## config.mk

```make
export PLATFORM = sky130hd
export DESIGN_NAME = run_controller
export DESIGN_NICKNAME = d
export VERILOG_FILES = /design/src/rtl/run_controller.sv
export SDC_FILE = /design/constraint.sdc
export NUM_CORES = 1
export LEC_CHECK = 0
export CAP_MARGIN = 20
export CORE_ASPECT_RATIO = 2
export CORE_MARGIN = 4
export CORE_UTILIZATION = 38
export DETAILED_ROUTE_END_ITERATION = 16
export PLACE_DENSITY = 0.81
export SKIP_LAST_GASP = 1
export SLEW_MARGIN = 20
export SYNTH_ARGS = -nofsm -noshare
export SYNTH_HDL_FRONTEND = slang
export SYNTH_SLANG_ARGS = --single-unit
```

## constraint.sdc

```tcl
create_clock -name CLK -period 2.3 [get_ports CLK]
set_input_delay 0.46 -clock CLK [delete_from_list [all_inputs] [get_ports CLK]]
set_output_delay 0.46 -clock CLK [all_outputs]
set_load 0.05 [all_outputs]
```

## src/rtl/run_controller.sv

```systemverilog
// Run sequencer and DataRAM arbiter for the single-cycle core: host load/readback,
// one-cycle core init pulse, halt detection, cycle counting and watchdog abort.
module run_controller #(
  parameter logic [15:0] MAX_CYCLES = 16'hFFFF
) (
  input  logic        CLK,
  input  logic        start,
  input  logic        go,
  input  logic        host_req,
  input  logic        host_we,
  input  logic [7:0]  host_addr,
  input  logic [7:0]  host_wdata,
  output logic        host_ack,
  output logic [7:0]  host_rdata,
  output logic        core_init,
  input  logic        core_halt,
  input  logic [7:0]  core_addr,
  input  logic        core_we,
  input  logic [7:0]  core_wdata,
  output logic [7:0]  core_rdata,
  output logic [7:0]  mem_addr,
  output logic        mem_we,
  output logic [7:0]  mem_wdata,
  input  logic [7:0]  mem_rdata,
  output logic        busy,
  output logic        done,
  output logic        timeout,
  output logic [15:0] run_cycles
);

  typedef enum logic [1:0] {
    S_IDLE,
    S_INIT,
    S_RUN,
    S_DONE
  } state_t;

  state_t      r_state;
  state_t      w_next;
  logic [15:0] r_cycles;
  logic        r_timeout;
  logic        r_ack;
  logic [7:0]  r_rdata;

  logic        w_host_own;
  logic        w_accept;
  logic        w_wd_hit;
  logic        w_enter_init;
  logic        w_end_run;
  logic        w_count;

  always_comb begin
    w_host_own   = (r_state == S_IDLE) || (r_state == S_DONE);
    w_accept     = w_host_own && host_req;
    w_wd_hit     = (r_cycles == MAX_CYCLES);
    w_enter_init = w_host_own && go;
    // halt takes priority over the watchdog when both land on the same edge
    w_end_run    = (r_state == S_RUN) && (core_halt || w_wd_hit);
    w_count      = (r_state == S_RUN) && !core_halt && (r_cycles < MAX_CYCLES);
  end

  always_comb begin
    w_next = r_state;
    case (r_state)
      S_IDLE:  if (go) w_next = S_INIT;
      S_INIT:  w_next = S_RUN;
      S_RUN:   if (core_halt || w_wd_hit) w_next = S_DONE;
      S_DONE:  if (go) w_next = S_INIT;
      default: w_next = S_IDLE;
    endcase
  end

  always_ff @(posedge CLK or posedge start) begin
    if (start) r_state <= S_IDLE;
    else       r_state <= w_next;
  end

  always_ff @(posedge CLK or posedge start) begin
    if (start) begin
      r_cycles  <= '0;
      r_timeout <= 1'b0;
    end else begin
      if (w_enter_init)  r_cycles <= '0;
      else if (w_count)  r_cycles <= r_cycles + 16'd1;

      if (w_enter_init)   r_timeout <= 1'b0;
      else if (w_end_run) r_timeout <= !core_halt;
    end
  end

  // Host read data is captured at the accept edge so the ack lands one cycle later.
  always_ff @(posedge CLK or posedge start) begin
    if (start) begin
      r_ack   <= 1'b0;
      r_rdata <= '0;
    end else begin
      r_ack <= w_accept;
      if (w_accept) r_rdata <= mem_rdata;
    end
  end

  always_comb begin
    mem_addr  = host_addr;
    mem_wdata = host_wdata;
    mem_we    = 1'b0;
    case (r_state)
      S_IDLE, S_DONE: mem_we = host_req && host_we;
      S_INIT: begin
        mem_addr  = core_addr;
        mem_wdata = core_wdata;
      end
      S_RUN: begin
        mem_addr  = core_addr;
        mem_wdata = core_wdata;
        mem_we    = core_we;
      end
      default: mem_we = 1'b0;
    endcase
  end

  assign core_rdata = mem_rdata;
  assign core_init  = (r_state == S_INIT);
  assign busy       = (r_state == S_INIT) || (r_state == S_RUN);
  assign done       = (r_state == S_DONE);
  assign timeout    = r_timeout;
  assign run_cycles = r_cycles;
  assign host_ack   = r_ack;
  assign host_rdata = r_rdata;

endmodule

```

After elaboration in Yosys (flattened, before gate mapping)
Cells that the tools add are included.
W data, S select, Z words.
{"block": "word_totals", "output_inout_bits": 54, "register_bits": 28, "inputBits": 47, "wordCells": 39}
{"block": "op_classes", "eq_ne": 6, "reduce_logical": 16, "magnitude_cmp": 1, "muxes": 10, "n_addsub": 1}
{"cell": "$mux W16", "count": 2}
{"cell": "$add A16 B1 Y16 const B", "count": 1}
{"cell": "$eq A16 B16 Y1 const B", "count": 1}
{"cell": "$lt A16 B16 Y1 const B", "count": 1}
{"cell": "$mux W8", "count": 2}
{"cell": "$logic_and A1 B1 Y1", "count": 6}
{"cell": "$pmux W2 S3", "count": 1}
{"cell": "$eq A2 B2 Y1 const B", "count": 2}
{"cell": "$mux W2", "count": 2}
{"cell": "$ne A2 B1 Y1 const B", "count": 2}
{"cell": "$reduce_bool A2 Y1", "count": 2}
{"cell": "$reduce_or A2 Y1", "count": 2}
{"cell": "$logic_or A1 B1 Y1", "count": 3}
{"cell": "$eq A2 B1 Y1 const B", "count": 1}
{"cell": "$logic_not A2 Y1", "count": 1}
{"cell": "$mux W1", "count": 2}
{"cell": "$pmux W1 S2", "count": 1}
{"cell": "$reduce_and A2 Y1", "count": 1}
{"cell": "$logic_not A1 Y1", "count": 1}

Depth between registers and ports, before layout
Gate-level depths: netlist (run 1).
{"block": "logic_depth", "ltp_word": 5, "ltp_mapped": 7, "depth_no_buf": 6}

Least setup slack after synthesis (run 1)
OpenSTA, ideal clock, no wires.
{"block": "synth_timing", "path_kind": "register -> output", "startpoint": "reg r_state[0]", "endpoint": "out mem_we", "slack_ps": -306, "t_required_ps": 1840, "path_buffers": 1, "arrival_time_ps": 2146, "path_stages_with_launch": 8, "path_cell_list": "dfrtp_1 inv_1 ha_1 clkbuf_1 nand2_1 inv_1 a22oi_1 nor2_1"}
{"block": "synth_via", "elab_chain_len": 3, "elab_cells_between_ends": 5, "cone_classes": "eq/ne (2); mux (1); reduce/logical (2)"}
{"item": "start: declaration", "line": "38", "source": "state_t r_state;"}
{"item": "start signal: assignment", "line": "75", "source": "else r_state <= w_next;"}
{"item": "$eq A2 B2 Y1 / $logic_not A2 Y1 (equally long branches)", "line": "106", "source": "case (r_state)"}
{"item": "$reduce_or A2 Y1 (no source line)"}
{"item": "$pmux W1 S2 *", "line": "106"}
{"item": "end: declaration", "line": "22", "source": "output logic mem_we,"}
Every way passes the cells marked *; elsewhere a longest branch is shown, timed or not.

Worst setup path in the final report (run 1)
{"block": "layout_timing", "startpoint": "reg r_state[1]", "endpoint": "out mem_addr[3]"}
{"block": "layout_via", "elab_chain_len": 3, "elab_cells_between_ends": 4, "cone_classes": "eq/ne (2); mux (1); reduce/logical (1)"}
{"item": "$eq A2 B1 Y1 / $eq A2 B2 Y1 (equally long branches)", "line": "106"}
{"item": "$reduce_or A2 Y1 (no source line) *"}
{"item": "$mux W8 *", "line": "106"}
{"item": "end: declaration", "line": "21", "source": "output logic [7:0] mem_addr,"}
Marks and branches as above.

==> results of run 1 <==
## layout by cell type (no fill, tap or decap), types with 2 or more instances in the layout
cell             synthesis  routed
dfrtp_1                 28      28
o31ai_1                  2       2
a21oi_1                 12      12
o41ai_1                  2       2
and4_1                   2       2
nand2_1                  7       7
nor2_1                   4       3
a31oi_1                  2       2
clkdlybuf4s50_1          0      74
nand2b_1                 2       2
or2_2                    2       2
buf_4                    9      24
nand4_1                  5       5
mux2i_1                  2       2
o311ai_0                 2       2
nand3_1                  4       4
mux2_2                  24      24
or3_1                    7       7
ha_1                     5       5
and2_1                   2       2
a211oi_1                 2       2
o21ai_0                  9       9
nor3_1                   6       6
clkbuf_8                 0       3
buf_12                   0       9
inv_1                    6       6
## final cells by class
| cell class | count | area [sq um] |
|---|---|---|
| clock buffer | 3 | 41.29 |
| timing repair buffer | 108 | 1112 |
| inverter | 6 | 22.52 |
| multi-input combinational | 116 | 898.4 |
| fill | 354 | 1466 |
| tap | 54 | 67.56 |
| clock inverter | 1 | 30.03 |
| sequential | 28 | 700.7 |
## cells by family (layout without fill, tap and decap cells)
| family | count (synthesis) | after routing | share of synthesized area (%) |
|---|---|---|---|
| buffers and inverters | 19 | 118 | 6.212 |
| multiplexers | 26 | 26 | 17.16 |
| adder cells (fa/ha/maj) | 5 | 5 | 3.698 |
| AO/OA/AOI/OAI | 35 | 35 | 12.72 |
| AND/OR/NAND/NOR | 50 | 50 | 18.79 |
| flip-flops | 28 | 28 | 41.42 |
## metrics by stage
step	instances	power, mW	hold WS (ns)	worst slack [ns]	utilization, %
floorplan	163	2.364	0.5059	0.04120	-
global placement	311	3.126	0.4882	0.2222	64.19
detailed placement	311	3.148	0.4921	0.1727	64.19
CTS	315	3.553	0.5147	0.01748	65.95
global route	316	3.695	0.5291	-0.02519	66.21
finish	316	3.536	0.5117	0.07680	66.21
## worst min path at each step
stage / startpoint / slack, ns / to
final: host_rdata[1] / 0.51 / host_rdata[1]
after global routing: host_rdata[7] / 0.53 / host_rdata[7]
after CTS: host_rdata[1] / 0.51 / host_rdata[1]
after detailed placement: host_rdata[1] / 0.49 / host_rdata[1]
after global placement: host_rdata[5] / 0.49 / host_rdata[5]
after floorplan: r_state[1] / 0.51 / r_state[1]
## layer usage
metal,up-vias,GRT usage (%)
li1,799,-
met1,780,18.09
met2,80,33.21
met3,11,3.504
met4,0,9.176
met5,-,0
## worst max-delay path: cells and delay by family (launching register included)
family / cells / cell delay, ns
fa+ha+maj: 1 / 0.33
flops: 1 / 0.43
mux: 1 / 0.35
buf+inv: 2 / 0.37
## power breakdown
part	switching [mW]	total [mW]	internal [mW]
clock	0.159	0.393	0.233
sequential	0.0619	0.664	0.602
combinational	1.55	2.48	0.929
## state kept, by name, indices dropped and copies added (netlist names)
name        cells
run_cycles     16
host_rdata      8
host_ack        1
timeout         1
r_state         2
## what timing repair did
action | in CTS | in global routing
resized for setup | 1 | 1
setup buffers | 0 | 1
endpoints found under the setup margin | 1 | 17
==> flow_summary_export.csv, run 1 <==
group,metric,value,unit
drt,dr.pass1.iters,4,
finish,fin_nets,315,
global_route,track_usage,18.11,%
critical_path,crit_type,"reg2out",
synth,seq_area_frac_synth,41.42,%
power_and_ir_drop,cellLeakagePower,1.212,nW
synth,ys_ff_latch,28,
placed_design,port_buffers,100,
critical_path,r2r_cells,6,
synth,synth_top_area_cell,"dfrtp_1",
synth,ys_types,37,
drt,dr_wl_met3,340,um
critical_path,r2r_slack,0.37,ns
placed_design,placed_area,2785,sq um
placed_design,gp_congestion,0.8094,
critical_path,crit_chain,"ha_1 -> buf_4 -> mux2_2 -> buf_4",
finish,antennaDiodeCount,0,
floorplan,rows,34,
synth,synth_area,1692,sq um
sta,grt_setup_unrepaired,"yes",
cts,clkLatencyLatePin,0.28,ns
cts,cts_hold_buf,0,
critical_path,slowest_delay,0.43,ns
synth,synthFlopType,"dfrtp_1",
drt,highest_layer,"met4",
cts,numCtsBuffers,3,
floorplan,die_h,102.4,um
drt,ant_nets,0,
sta,fin_tns_setup,0,ns
drt,finalWirelength,4.840,mm
floorplan,dieArea,5648,sq um
power_and_ir_drop,cellPowerDensity,1231,nW/um^2
sta,maxSlewHeadroom,62.19,%
sta,fin_crit_sh,96.66,%
critical_path,crit_arrival,1.76,ns
placed_design,dp_hpwl,3.945,mm
critical_path,worstReg2RegStart,"run_cycles[1]",
global_route,antenna_found_initial,0,
cts,ctsLongestPathBuffers,2,
sta,final_hold_viol_count,0,
floorplan,chipWidth,55.18,um
cts,cts_tree,"built",
synth,synth_fp_nets,215,
critical_path,cpMaxStageDelayCell,"dfrtp_1",
sta,fmax,449.8,MHz
synth,synth_area_per_cell,10.38,sq um
drt,wire_per_inst,15.32,um
critical_path,worst_ep_required_time,1.84,ns
critical_path,crit_end,"mem_addr[3]",
global_route,grt_pass1_wl,7.527,mm
synth,yosysWarnings,0,
sta,setup_viol,0,
sta,fin_crit,2.223,ns
floorplan,coreArea,4339,sq um
worst_hold_path,hold_depth,1,
synth,synth_edf_count,0,
sta,worstMarginPinSlew,0.5671,ns
global_route,grt.overflow.total,0,
finish,postLayoutCellArea,2873,sq um
synth,synth.most_common_cell,"dfrtp_1",
critical_path,cp-end-kind,"output port",
cts,htree_levels,1,
drt,via_per_inst,5.285,
finish,synthToLayoutAreaGrowth,69.82,%
finish,drive_gt1_share,27.10,%
drt,vias,1670,
synth,synthTopCellsByCount,"dfrtp_1 (28), mux2_2 (24), a21oi_1 (12)",
synth,synthArstFlopShare,100.0,%
job,maxCapViolCount,0,
critical_path,crit_top_cell,"buf_4",
cts,clkSinkCount,28,
power_and_ir_drop,ir_drop,1.125,mV
drt,route.met2.wl,2.814,mm
critical_path,path_max_fanout,9,
synth,synth_top_area_share,41.42,%
sta,clock_skew,0.001643,ns
critical_path,cp-startpoint,"r_state[1]",
drt,dr.first_iter.drc_count,43,
cts,cts_root_buffer,"clkbuf_8",
critical_path,rr_endpoint,"run_cycles[7]",
drt,met1_length,1.543,mm
outcome,status,"finished, final reports clean",
worst_hold_path,hp-class,"reg2reg",
cts,clk_pin_slew,0.10,ns
synth,syn_inst,163,
drt,drc_errors,0,
floorplan,io_pins,101,
floorplan,start_util,38.98,%
sta,slew_violations,0,
global_route,first_global_vias,1669,
global_route,grt_max_degree,29,
synth,ys_top_cells_by_area,"dfrtp_1 (41%), mux2_2 (16%), buf_4 (4.0%), ha_1 (3.7%), a21oi_1 (3.6%)",
critical_path,critPathLaunchType,"register",
Note: power is estimated with default switching activity, not from simulation.
==> run 2: changes to the inputs <==
--- a/config.mk
+++ b/config.mk
@@ -12,7 +12,6 @@
 export DETAILED_ROUTE_END_ITERATION = 16
 export PLACE_DENSITY = 0.81
 export SKIP_LAST_GASP = 1
-export SLEW_MARGIN = 20
 export SYNTH_ARGS = -nofsm -noshare
 export SYNTH_HDL_FRONTEND = slang
 export SYNTH_SLANG_ARGS = --single-unit
==> results of run 2 <==
The final DEF is identical to that of run 1; final timing and power are the same.
